File: config.mk
export PLATFORM = sky130hd
export DESIGN_NAME = popcount_expander
export DESIGN_NICKNAME = d
export VERILOG_FILES = /design/src/rtl/popcount_expander.sv
export SDC_FILE = /design/constraint.sdc
export NUM_CORES = 1
export LEC_CHECK = 0
export CAP_MARGIN = 5
export CORE_ASPECT_RATIO = 0.8
export CORE_MARGIN = 2
export CORE_UTILIZATION = 25
export CTS_CLUSTER_DIAMETER = 200
export CTS_CLUSTER_SIZE = 30
export DETAILED_ROUTE_END_ITERATION = 7
export GPL_ROUTABILITY_DRIVEN = 0
export PLACE_DENSITY = 0.42
export SLEW_MARGIN = 40
export SYNTH_ARGS = -nofsm -noshare
export SYNTH_HDL_FRONTEND = slang
export SYNTH_SLANG_ARGS = --single-unit
File: constraint.sdc
create_clock -name clk_i -period 2.8 [get_ports clk_i]
set_clock_uncertainty 0.2 [all_clocks]
set_input_delay 0.42 -clock clk_i [delete_from_list [all_inputs] [get_ports clk_i]]
set_output_delay 0.42 -clock clk_i [all_outputs]
set_load 0.02 [all_outputs]
File: src/rtl/popcount_expander.sv
// Expands a ones count into a WIDTH-bit serial thermometer word: count ones first, then zeros.
// One word per WIDTH cycles at full throughput; the next count is accepted on the last beat.
//
// state | meaning
// IDLE  | no word in flight, ready for a count
// SEND  | emitting beat r_idx of the current word
module popcount_expander #(
  parameter  int WIDTH = 8,
  localparam int CNTW  = $clog2(WIDTH) + 2
) (
  input  logic            clk_i,
  input  logic            srst_i,
  input  logic            data_val_i,
  input  logic [CNTW-1:0] data_i,
  output logic            ready_o,
  output logic            ser_data_o,
  output logic            ser_val_o,
  output logic            start_o,
  output logic            last_o,
  output logic            ovf_o
);

  localparam int IW = $clog2(WIDTH);
  localparam logic [IW-1:0]   LAST_IDX = IW'(WIDTH - 1);
  localparam logic [CNTW-1:0] MAX_CNT  = CNTW'(WIDTH);

  typedef enum logic {IDLE, SEND} state_t;

  state_t          r_state;
  logic [IW-1:0]   r_idx;
  logic [CNTW-1:0] r_cnt;
  logic            r_ovf;
  logic            r_ser_data;
  logic            r_ser_val;
  logic            r_start;
  logic            r_last;
  logic            r_ovf_pulse;

  state_t          w_state_nxt;
  logic [IW-1:0]   w_idx_nxt;
  logic [CNTW-1:0] w_cnt_nxt;
  logic            w_ovf_nxt;
  logic            w_last_beat;
  logic            w_accept;
  logic            w_over;
  logic [CNTW-1:0] w_clamped;

  assign w_last_beat = (r_state == SEND) && (r_idx == LAST_IDX);
  // Ready must drop during reset even though the state register has not cleared yet.
  assign ready_o     = !srst_i && ((r_state == IDLE) || w_last_beat);
  assign w_accept    = data_val_i && ready_o;
  assign w_over      = (data_i > MAX_CNT);
  assign w_clamped   = w_over ? MAX_CNT : data_i;

  always_comb begin
    w_state_nxt = r_state;
    w_idx_nxt   = r_idx;
    w_cnt_nxt   = r_cnt;
    w_ovf_nxt   = r_ovf;
    case (r_state)
      IDLE: begin
        if (w_accept) begin
          w_state_nxt = SEND;
          w_idx_nxt   = '0;
          w_cnt_nxt   = w_clamped;
          w_ovf_nxt   = w_over;
        end
      end
      SEND: begin
        if (w_last_beat) begin
          w_idx_nxt = '0;
          if (w_accept) begin
            w_cnt_nxt = w_clamped;
            w_ovf_nxt = w_over;
          end else begin
            w_state_nxt = IDLE;
          end
        end else begin
          w_idx_nxt = r_idx + 1'b1;
        end
      end
      default: begin
        w_state_nxt = IDLE;
        w_idx_nxt   = '0;
      end
    endcase
  end

  // Output beats are decoded from the next-state values so they are true flops.
  always_ff @(posedge clk_i) begin
    if (srst_i) begin
      r_state     <= IDLE;
      r_idx       <= '0;
      r_cnt       <= '0;
      r_ovf       <= 1'b0;
      r_ser_data  <= 1'b0;
      r_ser_val   <= 1'b0;
      r_start     <= 1'b0;
      r_last      <= 1'b0;
      r_ovf_pulse <= 1'b0;
    end else begin
      r_state     <= w_state_nxt;
      r_idx       <= w_idx_nxt;
      r_cnt       <= w_cnt_nxt;
      r_ovf       <= w_ovf_nxt;
      r_ser_val   <= (w_state_nxt == SEND);
      r_ser_data  <= (w_state_nxt == SEND) && (CNTW'(w_idx_nxt) < w_cnt_nxt);
      r_start     <= (w_state_nxt == SEND) && (w_idx_nxt == '0);
      r_last      <= (w_state_nxt == SEND) && (w_idx_nxt == LAST_IDX);
      r_ovf_pulse <= (w_state_nxt == SEND) && w_ovf_nxt && (w_idx_nxt == '0);
    end
  end

  assign ser_data_o = r_ser_data;
  assign ser_val_o  = r_ser_val;
  assign start_o    = r_start;
  assign last_o     = r_last;
  assign ovf_o      = r_ovf_pulse;

endmodule
==> run_results.csv <==
group,metric,value,unit
clock_network,cts.path.max_buffers,2,
clock_network,cts-resized-gates,0,
detailed_routing,via_count,558,
timing,finalHoldViolCount,0,
detailed_routing,routed_wl,1433,µm
critical_path,cp.required,2.18,ns
hold_path,hp-start,"r_cnt[4]$_SDFF_PP0_",
timing,tightest_slew,0.2848,ns
die,coreArea,2522,µm²
synthesis,synthCells,69,
detailed_routing,drc,0,
synthesis,yosysSeqAreaShare,0.4110,
critical_path,max_stage_delay,0.61,ns
layout,area_delta_synth_final,31.74,%
synthesis,synth_area,681.9,µm²
clock_network,cts_tree,"built",
critical_path,cp-end-kind,"primary output",
clock_network,clk_root_buffer_cell,"clkbuf_4",
global_route,track_usage,0.1027,
pwr,power,0.3956,mW
timing,finalCriticalPeriod,2.626,ns
global_route,grt_overflow_total,0,
die,initial_utilization,0.2703,
synthesis,synth_top_cell_by_area,"dfxtp_1",
hold_path,hp-class,"flop to flop",
layout,mostFrequentLayoutCells,"dfxtp_1, clkdlybuf4s50_1, nor2_1",
synthesis,yosys_warnings,0,
global_route,grt_max_degree,11,
clock_network,clock_latency,0.27,ns
critical_path,crit_path_cell_trace,"ha_1 > ha_1 > and2b_1 > nor2_1 > clkdlybuf4s50_1",
die,ioPinCount,14,
timing,slew_headroom,0.8085,
detailed_routing,ant_nets,0,
critical_path,cp-start-kind,"flop",
critical_path,path_class,"flop to primary output",
critical_path,r2r-start,"r_idx[0]$_SDFF_PP0_",
clock_network,post_cts_buffers,0,
layout,drive_gt1_frac,0.1954,
timing,final.setup.worst_slack,0.1738,ns
place,place_ws,0.2263,ns
timing,fmax,380.8,MHz
detailed_routing,drt_iter0_drc,20,
flow_run,max_cap_violations,0,
layout,diodes,0,
timing,drv_slew,0,
timing,rsz0062_at_grt,"false",
synthesis,ys_top_cells_by_area,"dfxtp_1, ha_1, nor2_1",
die,die_w,62.39,µm
pwr,leakagePower,0.3584,nW
synthesis,yosys.area.top_type_share,0.4110,
detailed_routing,drt_pass1_iterations,4,
die,die_area,3164,µm²
synthesis,syn-num-nets,81,
layout,design_area,898.4,µm²
timing,setup_violations,0,
clock_network,cts_sinks,14,
synthesis,avgSynthCellArea,9.883,µm²
pwr,ir_drop,0.1735,mV
detailed_routing,avgRoutedWirePerCell,11.65,µm
timing,min_period_over_period,0.9379,
clock_network,ctsHoldBuffers,0,
synthesis,ys_types,32,
die,die_height,50.72,µm
timing,fin_setup_tns,0,ns
critical_path,crit_path_max_fanout,5,
synthesis,ys_seq_elements,14,
global_route,grt_antenna_before_repair,0,
die,placementRows,16,
clock_network,htreeDepth,1,
clock_network,cts_buffers,3,
clock_network,clkTransAtPathRegs,0.08,ns
pwr,cellPowerDensity,440.3,nW/µm²
critical_path,path_common_cell,"ha_1",
layout,final_common_cell,"dfxtp_1",
place,port_buffers,13,
critical_path,critPathSlowestCell,"clkdlybuf4s50_1",
place,dpl_cell_area,875.8,µm²
status,status,"finished clean",
place,dp_hpwl,1110,µm
detailed_routing,avgViaCountPerCell,4.537,
critical_path,cp-startpoint,"r_idx[0]$_SDFF_PP0_",
critical_path,arrival,2.01,ns
global_route,grt_pass1_wl,2456,µm
layout,nNetsFinal,101,
global_route,grt_pass1_vias,503,
==> cell usage after synthesis <==
| cell | count |
|---|---|
| dfxtp_1 | 14 |
| nor2_2 | 1 |
| nor3b_1 | 2 |
| nand2b_1 | 1 |
| a32oi_2 | 1 |
| nand3_1 | 1 |
| a21boi_1 | 1 |
| ha_1 | 4 |
| nand2b_4 | 1 |
| o2111a_1 | 1 |
| a31oi_1 | 3 |
| nand2b_2 | 1 |
| and3b_1 | 1 |
| nor3_2 | 1 |
| nor4_2 | 1 |
| and2b_1 | 2 |
| o21ai_0 | 2 |
| a31oi_2 | 2 |
| o31ai_1 | 1 |
| nor2_1 | 9 |
| inv_1 | 4 |
| or2_1 | 1 |
| o211ai_1 | 1 |
| and4_1 | 1 |
| o21ba_2 | 1 |
| clkbuf_1 | 1 |
| a21oi_1 | 4 |
| a311oi_2 | 1 |
| and2_1 | 1 |
| a21boi_0 | 2 |
| nand2_2 | 1 |
| or3_1 | 1 |
==> power by group <==
group,internal [mW],total (mW),switching (mW)
clock,0.0497,0.108,0.0586
combinational,0.0358,0.0748,0.0390
sequential,0.207,0.213,0.00518
total,0.293,0.396,0.103
==> logic make-up (layout without fill, tap and decap cells) <==
group                    after synthesis  after routing  synth area share
AO/OA/AOI/OAI                         20             20            0.2404
adder cells (fa/ha/maj)                4              4           0.07340
buffers and inverters                  5             23           0.02751
flip-flops                            14             14            0.4110
AND/OR/NAND/NOR                       26             26            0.2477
==> critical path: cells and delay by family, from the launching register on <==
kind / cells / cell delay, ns
simple gates: 2 / 0.37
fa+ha+maj: 2 / 0.36
buf+inv: 1 / 0.61
flops: 1 / 0.41
==> final timing paths <==
| path | to | slack, ns | depth (start not counted) |
|---|---|---|---|
| worst min-delay path | r_cnt[4]$_SDFF_PP0_ | 0.28 | 1 |
| worst max-delay path | ready_o | 0.17 | 5 |
| worst max register to register | ser_data_o$_SDFF_PP0_ | 0.40 | 9 |
| worst min register to register | r_cnt[4]$_SDFF_PP0_ | 0.28 | 1 |
==> routing by layer <==
metal / global-route usage / part of all wire
met1: 0.1459 / 0.53
met2: 0.1341 / 0.39
met3: 0.04709 / 0.064
met4: 0.03333 / 0.0084
met5: 0 / 0
==> state kept, by name, summed over array words and instances, names as in the netlist <==
name and cells:
last_o 1, ovf_o 1, r_cnt 5, r_idx 3, r_ovf 1, ser_data_o 1
ser_val_o 1, start_o 1
==> final cells by class <==
class / instances / area (µm²)
fillers: 272 / 1624
multi-input cells: 50 / 382.9
flip-flops and latches: 14 / 280.3
repair buffers: 16 / 152.6
well taps: 36 / 45.04
clock buffers: 3 / 22.52
inverters: 4 / 15.01
==> per-stage QoR <==
stage	std cells	util	hold WS, ns
final	123	0.3562	0.2781
after detailed placement	120	0.3472	0.2707
after CTS	123	0.3562	0.2819
after global placement	120	0.3472	0.2677
after floorplan	69	-	0.2584
after global routing	123	0.3562	0.2911
(Power assumes the default switching activity.)
